$ cat src/rtl/rng_share_ctrl_pkg.sv
// Shared definitions for the shared-LFSR random source: FSM encoding, LFSR
// geometry, reset seed and the step function used by the datapath.
package rng_share_ctrl_pkg;

    localparam int LFSR_W = 8;
    localparam int CNT_W  = 8;
    localparam logic [LFSR_W-1:0] LFSR_RESET_SEED = 8'h01;

    // Feedback taps for x^8+x^6+x^5+x^4+1 in shift-left form.
    localparam int TAP_HI = 7;
    localparam int TAP_A  = 5;
    localparam int TAP_B  = 4;
    localparam int TAP_C  = 3;

    typedef enum logic [1:0] {
        S_IDLE  = 2'd0,
        S_SHIFT = 2'd1,
        S_DONE  = 2'd2
    } state_t;

    function automatic logic [LFSR_W-1:0] lfsr_step(input logic [LFSR_W-1:0] v);
        return {v[LFSR_W-2:0], v[TAP_HI] ^ v[TAP_A] ^ v[TAP_B] ^ v[TAP_C]};
    endfunction

endpackage

$ cat src/rtl/rng_share_ctrl_lfsr8_en.sv
// 8-bit Fibonacci LFSR that advances only when enabled and can be loaded
// with a new seed; load wins over step.
module lfsr8_en
    import rng_share_ctrl_pkg::*;
(
    input  logic              clk,
    input  logic              ar,
    input  logic              step_en,
    input  logic              load,
    input  logic [LFSR_W-1:0] load_val,
    output logic [LFSR_W-1:0] value
);

    // NOTE: sequential state is written with non-blocking assignments so every
    // flop samples pre-edge values regardless of process evaluation order.
    always_ff @(posedge clk or negedge ar) begin
        if (!ar) begin
            value <= LFSR_RESET_SEED;
        end else if (load) begin
            value <= load_val;
        end else if (step_en) begin
            value <= lfsr_step(value);
        end
    end

endmodule

$ cat src/rtl/rng_share_ctrl.sv
// Round-robin sharing of one LFSR between two requesters; each grant runs the
// LFSR STEPS shifts and returns the result with a one-cycle ack.
module rng_share_ctrl
    import rng_share_ctrl_pkg::*;
#(
    parameter int STEPS = 8
) (
    input  logic              clk,
    input  logic              ar,
    input  logic              seed_we,
    input  logic [LFSR_W-1:0] seed,
    input  logic [1:0]        req,
    output logic [1:0]        ack,
    output logic [LFSR_W-1:0] data,
    output logic              busy
);

    state_t             state, state_nxt;
    logic [CNT_W-1:0]   count;
    logic               grant_idx;
    logic               last_idx;
    logic               arb_idx;
    logic               start;
    logic               step_en;
    logic               lfsr_load;
    logic [LFSR_W-1:0]  lfsr_load_val;
    logic [LFSR_W-1:0]  lfsr_value;

    lfsr8_en u_lfsr (
        .clk      (clk),
        .ar       (ar),
        .step_en  (step_en),
        .load     (lfsr_load),
        .load_val (lfsr_load_val),
        .value    (lfsr_value)
    );

    // An all-zero seed would lock the LFSR, so it is replaced by the reset seed.
    assign lfsr_load_val = (seed == '0) ? LFSR_RESET_SEED : seed;

    // A lone requester always wins; on a tie the one not served last wins.
    always_comb begin
        if (req == 2'b01) begin
            arb_idx = 1'b0;
        end else if (req == 2'b10) begin
            arb_idx = 1'b1;
        end else begin
            arb_idx = ~last_idx;
        end
    end

    always_ff @(posedge clk or negedge ar) begin
        if (!ar) begin
            state <= S_IDLE;
        end else begin
            state <= state_nxt;
        end
    end

    // NOTE: every combinational output gets a default first so no path through
    // the case statement can leave it unassigned and infer a latch.
    always_comb begin
        state_nxt = state;
        start     = 1'b0;
        unique case (state)
            S_IDLE: begin
                start = !seed_we && (req != 2'b00);
                if (start) begin
                    state_nxt = S_SHIFT;
                end
            end
            S_SHIFT: begin
                if (count == CNT_W'(1)) begin
                    state_nxt = S_DONE;
                end
            end
            S_DONE: begin
                state_nxt = S_IDLE;
            end
            default: begin
                state_nxt = S_IDLE;
            end
        endcase
    end

    always_comb begin
        ack       = 2'b00;
        busy      = (state != S_IDLE);
        step_en   = (state == S_SHIFT);
        lfsr_load = (state == S_IDLE) && seed_we;
        if (state == S_DONE) begin
            ack[grant_idx] = 1'b1;
        end
    end

    // data captures the post-final-shift value so it is valid alongside ack.
    always_ff @(posedge clk or negedge ar) begin
        if (!ar) begin
            count     <= '0;
            grant_idx <= 1'b0;
            last_idx  <= 1'b1;
            data      <= '0;
        end else begin
            unique case (state)
                S_IDLE: begin
                    if (start) begin
                        count     <= CNT_W'(STEPS);
                        grant_idx <= arb_idx;
                    end
                end
                S_SHIFT: begin
                    count <= count - CNT_W'(1);
                    if (count == CNT_W'(1)) begin
                        data <= lfsr_step(lfsr_value);
                    end
                end
                S_DONE: begin
                    last_idx <= grant_idx;
                end
                default: begin
                end
            endcase
        end
    end

endmodule

$ cat config.mk
export PLATFORM = sky130hd
export DESIGN_NAME = rng_share_ctrl
export DESIGN_NICKNAME = d
export VERILOG_FILES = /design/src/rtl/rng_share_ctrl_pkg.sv /design/src/rtl/rng_share_ctrl_lfsr8_en.sv /design/src/rtl/rng_share_ctrl.sv
export SDC_FILE = /design/constraint.sdc
export NUM_CORES = 1
export LEC_CHECK = 0
export BUFFER_PORTS_ARGS = -buffer_cell sky130_fd_sc_hd__buf_2
export CORE_ASPECT_RATIO = 0.5
export CORE_MARGIN = 4
export CORE_UTILIZATION = 49
export CTS_CLUSTER_SIZE = 30
export DETAILED_ROUTE_END_ITERATION = 6
export HOLD_SLACK_MARGIN = 0.08
export PLACE_DENSITY = 0.75
export SLEW_MARGIN = 25
export SYNTH_ARGS = -nofsm -noshare
export SYNTH_HDL_FRONTEND = slang
export SYNTH_SLANG_ARGS = --single-unit
export TNS_END_PERCENT = 5
$ cat constraint.sdc
create_clock -name clk -period 2.05 [get_ports clk]
set_input_delay 0.3075 -clock clk [delete_from_list [all_inputs] [get_ports clk]]
set_output_delay 0.3075 -clock clk [all_outputs]
set_load 0.005 [all_outputs]
==> flow_metrics.env <==
export IMPL_synthArstFlopShare_pct=100
export IMPL_finalPower_mw=2.29
export IMPL_port_buffers=23
export IMPL_timing_rr_end="data[7]$_DFFE_PN0P_"
export IMPL_worst_setup_path_type="flop to flop"
export IMPL_p_sw_share_pct=35.0
export IMPL_intPower_mw=1.49
export IMPL_num_rows=13
export IMPL_synthesis_nets=140
export IMPL_synth_area_leader_cell="dfrtp_1"
export IMPL_arrival_ns=2.12
export IMPL_power_frac_clock_pct=14.7
export IMPL_worst_skew_pair_late_latency_ns=0.27
export IMPL_die_w_um=83.3
export IMPL_synth_edff_count=0
export IMPL_seq_power_share_pct=43.5
export IMPL_clock_skew_ns=0.00301
export IMPL_wl_per_cell_um=14.1
export IMPL_synthTopCellsByCount="26 x dfrtp_1, 11 x o21ai_0, 10 x nand2_1"
export IMPL_cts_sinks=28
export IMPL_p_comb_share_pct=41.8
export IMPL_diodes=0
export IMPL_yosysWarnings=0
export IMPL_cp_required_ns=2.22
export IMPL_ctsLongestPathBuffers=2
export IMPL_cts_tree="yes"
export IMPL_clk_pin_slew_ns=0.09
export IMPL_fmax_ghz=0.512
export IMPL_critPathCaptureType="flop"
export IMPL_grtUsageTotal_pct=15.5
export IMPL_syn_area_um2=1390
export IMPL_holdPathEnd="u_lfsr.value[0]$_DFFE_PN1P_"
export IMPL_hold_path_class="input pin to flop"
export IMPL_ys_seq_elements=28
export IMPL_start_util_pct=52.4
export IMPL_start_kind="flop"
export IMPL_setup_tns_final_ns=0
export IMPL_worstMarginPinSlew_ns=0.603
export IMPL_synth_most_common_cell="dfrtp_1"
export IMPL_wirelength_mm=2.71
export IMPL_outcome="complete, no violations"
export IMPL_globalplace_congestion=0.745
export IMPL_synthTopCellsByArea="dfrtp_1 47%, mux2_4 8.6%, o21ai_0 4.0%"
export IMPL_die_y_um=45.7
export IMPL_ir_drop_v=0.000456
export IMPL_io_pins=24
export IMPL_dieArea_um2=3800
export IMPL_grt_pass1_wl_mm=4.51
export IMPL_crit_path_max_fanout=9
export IMPL_rr_startpoint="count[5]$_DFFE_PN0P_"
export IMPL_clock_root_buffer="clkbuf_8"
export IMPL_final_nets=171
export IMPL_drcViolationCount=0
export IMPL_synth_ff_type="dfrtp_1"
export IMPL_power_density_nw_per_um2=1390
export IMPL_fp_coreArea_um2=2650
export IMPL_p_sw_mw=0.800
export IMPL_drive_gt1_share_pct=32.9
export IMPL_area_growth_pct=18.2
export IMPL_num_fill_cells=213
export IMPL_setup_violations=0
export IMPL_slew_headroom_pct=59.8
export IMPL_finalCriticalPeriod_ns=1.95
export IMPL_max_cap_viol_count=0
export IMPL_worstHoldStart="seed[7]"
export IMPL_firstDrtPassIters=4
export IMPL_r2r_cells=3
export IMPL_synthCells=125
export IMPL_first_global_vias=958
export IMPL_rsz0062_at_grt="no"
export IMPL_via_per_inst=5.42
export IMPL_grt_overflow=0
export IMPL_seq_area_frac_synth_pct=50.6
export IMPL_leakage_nw=0.783
export IMPL_r2r_slack_ns=0.1
export IMPL_ys_types=37
export IMPL_grt_max_degree=29
export IMPL_slew_viol_final=0
export IMPL_via_count=1040
export IMPL_drt_iter0_markers=69
export IMPL_dpl_hpwl_mm=2.03
export IMPL_ant_nets=0
export IMPL_cts_htree_levels=1
export IMPL_whs_path_depth=3
export IMPL_post_route_period_util_pct=95.2
export IMPL_cts_buffers=3
export IMPL_synth_top_area_share_pct=46.8
export IMPL_hold_viol_final=0
export IMPL_syn_area_per_cell_um2=11.1
export IMPL_grt_antenna_before_repair=0
==> power groups by stage <==
stage	sequential [mW]	clock [mW]	combinational (mW)
floorplan	0.983	0	0.667
global placement	1.01	0	0.931
detailed placement	1.01	0	0.963
CTS	0.999	0.352	0.964
global route	1.03	0.374	1.06
finish	0.996	0.337	0.956
==> layout by cell type, fill, tap and decap left out, drive strengths merged, types with 2 or more instances in the layout <==
| master | count |
|---|---|
| ha | 2 |
| o21bai | 4 |
| a21oi | 4 |
| dfrtp | 26 |
| or2 | 2 |
| xor2 | 2 |
| nor2 | 3 |
| mux2 | 8 |
| xnor2 | 2 |
| inv | 6 |
| dfstp | 2 |
| clkbuf | 4 |
| or3 | 3 |
| o22ai | 3 |
| nand2b | 3 |
| nor3 | 2 |
| o21ai | 11 |
| buf | 30 |
| or4 | 6 |
| nand2 | 10 |
| mux2i | 3 |
| a22oi | 6 |
==> worst max-delay path, cell delays in order, from the launching register on <==
cell     delay (ns)
dfrtp_1        0.41
or4_4          0.55
or4_4          0.55
mux2_4         0.34
==> how the worst max path moves through the flow <==
stage | start | cells past startpoint | endpoint
floorplan | count[5]$_DFFE_PN0P_ | 4 | data[0]$_DFFE_PN0P_
CTS | count[5]$_DFFE_PN0P_ | 3 | data[7]$_DFFE_PN0P_
global placement | count[5]$_DFFE_PN0P_ | 3 | data[5]$_DFFE_PN0P_
finish | count[5]$_DFFE_PN0P_ | 3 | data[7]$_DFFE_PN0P_
detailed placement | count[5]$_DFFE_PN0P_ | 3 | data[7]$_DFFE_PN0P_
global route | count[5]$_DFFE_PN0P_ | 3 | data[7]$_DFFE_PN0P_
==> state kept, by name (all words and copies together) (netlist names) <==
| signal | count |
|---|---|
| grant_idx | 1 |
| u_lfsr.value | 8 |
| count | 8 |
| last_idx | 1 |
| state | 2 |
| data | 8 |
==> metal layers <==
metal | global-route usage, % | up-vias | routed length, um
li1 | - | 520 | -
met1 | 20.1 | 492 | 1280
met2 | 26.0 | 22 | 1290
met3 | 3.79 | 6 | 98
met4 | 5.86 | 0 | 41
met5 | 0 | - | 0
==> through the flow <==
| step | instance area (um^2) | utilization, % | worst slack [ns] | hold WS [ns] | cells |
|---|---|---|---|---|---|
| 6_report | 1640 | 62.0 | 0.0987 | 0.291 | 192 |
| 5_1_grt | 1640 | 62.0 | 0.0607 | 0.290 | 192 |
| 4_1_cts | 1640 | 62.0 | 0.0309 | 0.286 | 192 |
| 3_5_place_dp | 1580 | 59.5 | 0.0391 | 0.354 | 187 |
| 3_3_place_gp | 1580 | 59.5 | 0.0666 | 0.349 | 187 |
| 2_1_floorplan | 1390 | - | 0.0907 | 0.0119 | 125 |
==> what timing repair did <==
item | in CTS | in global routing
hold buffers | 1 | 0
buffers inserted | 0 | 0
resized for setup | 0 | 0
endpoints found under the setup margin | 0 | 1
endpoints found under the hold margin | 26 | 0
==> kinds of logic (layout without fill, tap and decap cells) <==
logic type / Yosys count / in the layout / synth area share [%]
multiplexers: 11 / 11 / 10.8
AO/OA/AOI/OAI: 35 / 35 / 16.6
XOR/XNOR: 4 / 4 / 2.52
AND/OR/NAND/NOR: 34 / 34 / 14.2
adder cells (fa/ha/maj): 2 / 2 / 1.80
buffers and inverters: 11 / 41 / 3.51
flip-flops: 28 / 28 / 50.6
==> final cells by class <==
type                            count  area [um^2]  area share (%)
Timing Repair Buffer               31          178            10.8
Tap cell                           37         46.3            2.82
Sequential cell                    28          703            42.8
Multi-Input combinational cell     86          638            38.8
Inverter                            6         22.5            1.37
Clock buffer                        4         55.1            3.35
No activity file was read; power rests on OpenSTA's default activity.
